### config.mk
export PLATFORM = sky130hd
export DESIGN_NAME = reg_to_obi
export DESIGN_NICKNAME = d
export VERILOG_FILES = /design/src/rtl/obi_pkg.sv /design/src/rtl/reg_pkg.sv /design/src/rtl/reg_to_obi.sv
export SDC_FILE = /design/constraint.sdc
export NUM_CORES = 1
export LEC_CHECK = 0
export CAP_MARGIN = 20
export CORE_AREA = 2 2 125 103
export DETAILED_ROUTE_END_ITERATION = 7
export DIE_AREA = 0 0 127 105
export GPL_TIMING_DRIVEN = 0
export PLACE_DENSITY = 0.76
export SYNTH_ARGS = -nofsm -noshare
export SYNTH_HDL_FRONTEND = slang
export SYNTH_SLANG_ARGS = --single-unit
### constraint.sdc
create_clock -name clk_i -period 1.85 [get_ports clk_i]
set_input_delay 0.2775 -clock clk_i [delete_from_list [all_inputs] [get_ports clk_i]]
set_output_delay 0.2775 -clock clk_i [all_outputs]
set_load 0.03 [all_outputs]
### src/rtl/obi_pkg.sv
// OBI master request/response types for the system crossbar.
package obi_pkg;

  typedef struct packed {
    logic        req;
    logic        we;
    logic [3:0]  be;
    logic [31:0] addr;
    logic [31:0] wdata;
  } obi_req_t;

  typedef struct packed {
    logic        gnt;
    logic        rvalid;
    logic [31:0] rdata;
  } obi_resp_t;

endpackage

### src/rtl/reg_pkg.sv
// Register-port request/response types shared by upstream initiators.
package reg_pkg;

  typedef struct packed {
    logic        valid;
    logic        write;
    logic [31:0] addr;
    logic [31:0] wdata;
    logic [3:0]  wstrb;
  } reg_req_t;

  typedef struct packed {
    logic        ready;
    logic [31:0] rdata;
    logic        error;
  } reg_rsp_t;

endpackage

### src/rtl/reg_to_obi.sv
// Bridges a single-outstanding register port onto an OBI master, with an
// optional grant timeout that completes the access with an error.
//
// state | meaning
// IDLE  | waiting for reg_req_i.valid; captures the request
// REQ   | OBI req held; waiting for gnt or timeout
// RESP  | grant taken; waiting for rvalid (no timeout here)
// DONE  | reg_rsp_o.ready pulsed for this one cycle
module reg_to_obi #(
  parameter int TIMEOUT_CYCLES = 255,
  parameter int TW             = 8
) (
  input  logic                clk_i,
  input  logic                rst_i,
  input  reg_pkg::reg_req_t   reg_req_i,
  output reg_pkg::reg_rsp_t   reg_rsp_o,
  output obi_pkg::obi_req_t   obi_req_o,
  input  obi_pkg::obi_resp_t  obi_resp_i
);

  typedef enum logic [1:0] {IDLE, REQ, RESP, DONE} state_t;

  localparam bit            TO_EN    = (TIMEOUT_CYCLES != 0);
  localparam logic [TW-1:0] CNT_LAST = TW'(TIMEOUT_CYCLES - 1);
  localparam logic [TW-1:0] CNT_MAX  = {TW{1'b1}};

  state_t             state_q, state_d;
  logic [TW-1:0]      cnt_q, cnt_d;
  obi_pkg::obi_req_t  obi_q, obi_d;
  reg_pkg::reg_rsp_t  rsp_q, rsp_d;

  always_ff @(posedge clk_i) begin
    if (rst_i) begin
      state_q <= IDLE;
      cnt_q   <= '0;
      obi_q   <= '0;
      rsp_q   <= '0;
    end else begin
      state_q <= state_d;
      cnt_q   <= cnt_d;
      obi_q   <= obi_d;
      rsp_q   <= rsp_d;
    end
  end

  always_comb begin
    state_d       = state_q;
    cnt_d         = cnt_q;
    obi_d         = obi_q;
    rsp_d         = rsp_q;
    rsp_d.ready   = 1'b0;
    case (state_q)
      IDLE: begin
        if (reg_req_i.valid) begin
          obi_d.req   = 1'b1;
          obi_d.we    = reg_req_i.write;
          obi_d.be    = reg_req_i.wstrb;
          obi_d.addr  = reg_req_i.addr & 32'hFFFF_FFFC;
          obi_d.wdata = reg_req_i.wdata;
          cnt_d       = '0;
          state_d     = REQ;
        end
      end
      REQ: begin
        // A grant in the same cycle the count expires still wins.
        if (obi_resp_i.gnt) begin
          obi_d.req = 1'b0;
          state_d   = RESP;
        end else if (TO_EN && (cnt_q == CNT_LAST)) begin
          obi_d.req   = 1'b0;
          rsp_d.rdata = 32'h0;
          rsp_d.error = 1'b1;
          rsp_d.ready = 1'b1;
          state_d     = DONE;
        end else if (cnt_q != CNT_MAX) begin
          cnt_d = cnt_q + 1'b1;
        end
      end
      RESP: begin
        if (obi_resp_i.rvalid) begin
          rsp_d.rdata = obi_resp_i.rdata;
          rsp_d.error = 1'b0;
          rsp_d.ready = 1'b1;
          state_d     = DONE;
        end
      end
      DONE: begin
        state_d = IDLE;
      end
      default: begin
        state_d = IDLE;
      end
    endcase
  end

  assign obi_req_o = obi_q;
  assign reg_rsp_o = rsp_q;

endmodule
-- Word-level counts from Yosys, hierarchy flattened
Index checks and enable logic that the tools add are counted.
Widths: inputs -> output; s select.
- bits in registers: 112
- output and inout bits: 104
- word-level logic and storage cells: 49
- mux-type cells: 18
- $add $sub $neg: 1
- reduce and logical (&&, ||, !) cells: 8
- equal/unequal tests: 12
- operators with widths (cell ; count):
    $mux 34 ; 3
    $mux 70 ; 1
    $pmux 34 s2 ; 1
    $mux 8 ; 4
    $pmux 8 s2 ; 1
    $ne 2x2->1 const B ; 6
    $add 8x1->8 const B ; 1
    $eq 8x8->1 const B ; 1
    $mux 2 ; 4
    $ne 8x8->1 const B ; 1
    $pmux 2 s4 ; 1
    $reduce_and 3->1 ; 2
    $reduce_and 5->1 ; 1
    $eq 2x2->1 const B ; 2
    $reduce_and 4->1 ; 1
    $reduce_bool 2->1 ; 2
    $ne 3x3->1 const B ; 1
    $eq 2x1->1 const B ; 1
    $logic_not 2->1 ; 1
    $mux 1 ; 2
    $pmux 1 s2 ; 1
    $reduce_and 2->1 ; 1

-- Depth between registers and ports, before layout
- word-level depth: 5
- depth in mapped cells: 8

-- Worst setup path before layout
No wires, ideal clock.
- kind: register to register
- start: register cnt_q[0]
- end: register cnt_q[6]
- required time: 1758 ps
- arrival time: 1686 ps
- setup time: 92 ps
- period minus slack after synthesis: 1778 ps
- buffers on the path: 0
- setup slack: 72 ps
- cell stages (with the launch flop): 7
- cells stage by stage: dfxtp_1 > inv_1 > ha_1 > nor2_1 > and3b_4 > or4_4 > o32ai_1
- longest elaborated chain between the ends: 5
- elaborated cells on any way between the ends: 10
- those cells by class: 1 x add/sub; 4 x eq/ne; 4 x mux; 1 x reduce/logical
- ends and longest elaborated chain (element ; RTL line ; RTL):
    from (decl) ; reg_to_obi.sv:28 ; logic [TW-1:0] cnt_q, cnt_d;
    from (signal assigned) ; reg_to_obi.sv:40 ; cnt_q <= cnt_d;
    $add 8x1->8 ; reg_to_obi.sv:76 ; cnt_d = cnt_q + 1'b1;
    $mux 8 ; reg_to_obi.sv:75 ; end else if (cnt_q != CNT_MAX) begin
    $mux 8 ; reg_to_obi.sv:69 ; end else if (TO_EN && (cnt_q == CNT_LAST)) begin
    $mux 8 ; reg_to_obi.sv:66 ; if (obi_resp_i.gnt) begin
    $pmux 8 s2 ; reg_to_obi.sv:52 ; case (state_q)
Parallel ways exist; a longest one is shown, timed or not. The select of a mux whose other input is x is not followed.
A chain may end at the register's enable or synchronous reset.

-- Final worst setup path
- start: register state_q[0]
- end: register cnt_q[4]
- longest elaborated chain between the ends: 3
- elaborated cells on any way between the ends: 9
- those cells by class: 5 x eq/ne; 1 x mux; 3 x reduce/logical
- ends and longest elaborated chain (element ; RTL line ; RTL):
    from (decl) ; reg_to_obi.sv:27 ; state_t state_q, state_d;
    from (signal assigned) ; reg_to_obi.sv:39 ; state_q <= state_d;
    $eq 2x1->1 or $logic_not 2->1 (tied branches) ; reg_to_obi.sv:52 ;
    $ne 2x2->1 (no line) or $reduce_bool 2->1 (tied branches) ; - ;
    $reduce_and 5->1 (no line) ; - ;
Parallel ways exist; a longest one is shown, timed or not.

==> results.sh <==
export IMPL_run_status="complete, no violations"
export IMPL_clock_tree_sinks=112
export IMPL_detailed_route_iter0_violations=118
export IMPL_tritoncts="done"
export IMPL_coreArea_um2=12000
export IMPL_post_place_worst_slack_ns=-0.832
export IMPL_placement_rows=36
export IMPL_finalWorstPathRequiredPeriod_ns=1.79
export IMPL_hold_viol=0
export IMPL_post_synth_top_area_fraction=0.526
export IMPL_number_of_distinct_library_cell_variants_in_the_gate_level_netlist_after_synthesis=46
export IMPL_ys_ff_latch=112
export IMPL_hpwlAfterDp_um=10300
export IMPL_groute_usage_overall=0.198
export IMPL_max_clock_freq_mhz=559
export IMPL_mappedNetlistArea_um2=4260
export IMPL_antenna_diode_count=0
export IMPL_power_density_nw_per_um2=1310
export IMPL_h_tree_depth=3
export IMPL_num_vias=4309
export IMPL_detail_route_vias_per_cell=4.86
export IMPL_die_outline_height_um=105
export IMPL_post_synth_top_area_cell="sky130_fd_sc_hd__dfxtp_1"
export IMPL_syn_inst=511
export IMPL_path_clk_slew_ns=0.07
export IMPL_power_static_leakage_nw=2.50
export IMPL_portBuffers=205
export IMPL_total_power_mw=9.09
export IMPL_worstHoldPathType="reg2reg"
export IMPL_most_common_layout_cells="205 x sky130_fd_sc_hd__clkdlybuf4s50_1, 186 x sky130_fd_sc_hd__nand2_1, 108 x sky130_fd_sc_hd__dfxtp_1"
export IMPL_syn_to_final_growth_pct=62.5
export IMPL_final_core_util=0.578
export IMPL_ys_warns=0
export IMPL_die_area_um2=13300
export IMPL_clock_latency_ns=0.34
export IMPL_setup_viol_count_final=0
export IMPL_clockRootBuffer="sky130_fd_sc_hd__clkbuf_16"
export IMPL_power_ir_vdd_worst_uv=1070
export IMPL_drt_wirelength_per_cell_um=15.2
export IMPL_synth_edf_count=0
export IMPL_yosys_top_cells_area="sky130_fd_sc_hd__dfxtp_1 53%, sky130_fd_sc_hd__nand2_1 16%, sky130_fd_sc_hd__a21oi_1 8.5%"
export IMPL_timing_final_ws_setup_ns=0.0612
export IMPL_die_width_um=127
export IMPL_synth_ff_type="sky130_fd_sc_hd__dfxtp_1"
export IMPL_final_layout_size_suffix_gt1_frac=0.0803
export IMPL_gp_congestion=0.874
export IMPL_synthArstFlopShare=0
export IMPL_avgSynthCellArea_um2=8.34
export IMPL_timing_max_cap_violations=0
export IMPL_grt_start_max_net_pins=20
export IMPL_timing_setup_critical_path_class="reg2reg"
export IMPL_timing_final_max_slew_violations=0
export IMPL_fin_crit_share=0.967
export IMPL_placed_cells=869
export IMPL_postRouteWirelength_um=13500
export IMPL_cp_data_arrival_time_ns=2.03
export IMPL_floorplan_io_pins=210
export IMPL_ant_nets=0
export IMPL_cts_inserted_buffers=9
export IMPL_design_final_nets=842
export IMPL_layout_cells_non_filler=887
export IMPL_required_ns=2.09
export IMPL_slew_limit_headroom=0.642
export IMPL_drtPass1Iterations=7
export IMPL_synth_sequential_area_ratio=0.526
export IMPL_tightest_slew_ns=0.536
export IMPL_endpoint_kind="flop"
export IMPL_mostFrequentLayoutCell="sky130_fd_sc_hd__clkdlybuf4s50_1"
export IMPL_grt_first_pass_wirelength_um=21200
export IMPL_antenna_found_initial=0
export IMPL_grt_setup_unrepaired="no"
export IMPL_initial_cell_density_of_the_core=0.356
export IMPL_cts_hold_buffers_added=0
export IMPL_biggest_fanout_along_the_worst_timing_path=5
export IMPL_clk_path_buf_depth=2
export IMPL_finClkSkew_ns=0.00998
export IMPL_number_of_global_route_vias_before_repair=4293
export IMPL_crit_path_start_kind="flop"
export IMPL_route_detailed_drc=0
export IMPL_final_global_route_overflow_total=0
[through the flow]
stage	TNS, ns	instance area [um^2]	hold WS [ns]
after global placement	-41.87	6510	0.441
after global routing	0	6920	0.458
after floorplan	0	4260	0.413
after detailed placement	-48.25	6510	0.448
final	0	6920	0.456
after CTS	0	6870	0.458
[per-layer routing]
metal	global-route usage	share of wire
met5	0	0
met4	0.0612	0.018
met3	0.0829	0.11
met2	0.335	0.46
met1	0.226	0.42
[cell families (layout without fill, tap and decap cells)]
group | after synthesis | count (layout) | synth area share
DFF | 112 | 112 | 0.526
muxes | 10 | 10 | 0.0235
and+or+nand+nor | 216 | 216 | 0.210
AOI/OAI and AO/OA | 121 | 121 | 0.177
buffers and inverters | 45 | 268 | 0.0455
other | 1 | 2 | 0.000880
adders and majority gates | 6 | 6 | 0.0176
[repair_timing]
item | in CTS | in global routing
buffers inserted | 1 | 2
endpoints found under the hold margin | 0 | 0
cloned | 0 | 0
pin swaps | 0 | 2
endpoints found under the setup margin | 106 | 71
resized for setup | 26 | 17
[layout make-up]
class                      count  area, um^2
inverter                       9        41.3
multi-input combinational    355        1890
tap                          152         190
clock inverter                 6        50.0
fill                        1027        5060
sequential                   112        2250
clock buffer                  10         239
buffer                        35         184
timing repair buffer         208        2070
[state kept, by name, summed over array words and instances, names as in the netlist]
name       flops
obi_req_o     68
reg_rsp_o     34
cnt_q          8
state_q        2
[synth_stat cells, drive strengths merged (3+ instances only)]
master and instances:
dfxtp 112, o22ai 3, clkbuf 26, o31ai 3, o21a 3, inv 8
ha 6, nand2 187, o21ai 3, a21oi 72, buf 10, nand2b 3
mux2i 10, a31oi 3, a2bb2oi 22, and2 3, nand4 3, nor2 5
[worst max-delay path, cell delays in order (launching register included)]
cell and delay, ns:
sky130_fd_sc_hd__dfxtp_2 0.36, sky130_fd_sc_hd__inv_1 0.09, sky130_fd_sc_hd__ha_2 0.23, sky130_fd_sc_hd__nor2b_1 0.17, sky130_fd_sc_hd__or4_4 0.57, sky130_fd_sc_hd__o32ai_1 0.27
[power breakdown]
group,switching (mW),internal [mW]
sequential,0.287,2.91
combinational,2.26,1.76
clock,0.908,0.971
[path summary, 6_finish.rpt]
| kind | startpoint | to | slack, ns | cells after the start |
|---|---|---|---|---|
| worst max-delay path | state_q[0] | cnt_q[4] | 0.06 | 5 |
| worst min-delay path | obi_req_o[64] | obi_req_o[64] | 0.46 | 2 |
| worst max register to register | state_q[0] | cnt_q[4] | 0.06 | 5 |
| worst min register to register | obi_req_o[64] | obi_req_o[64] | 0.46 | 2 |
(Power assumes the default switching activity.)
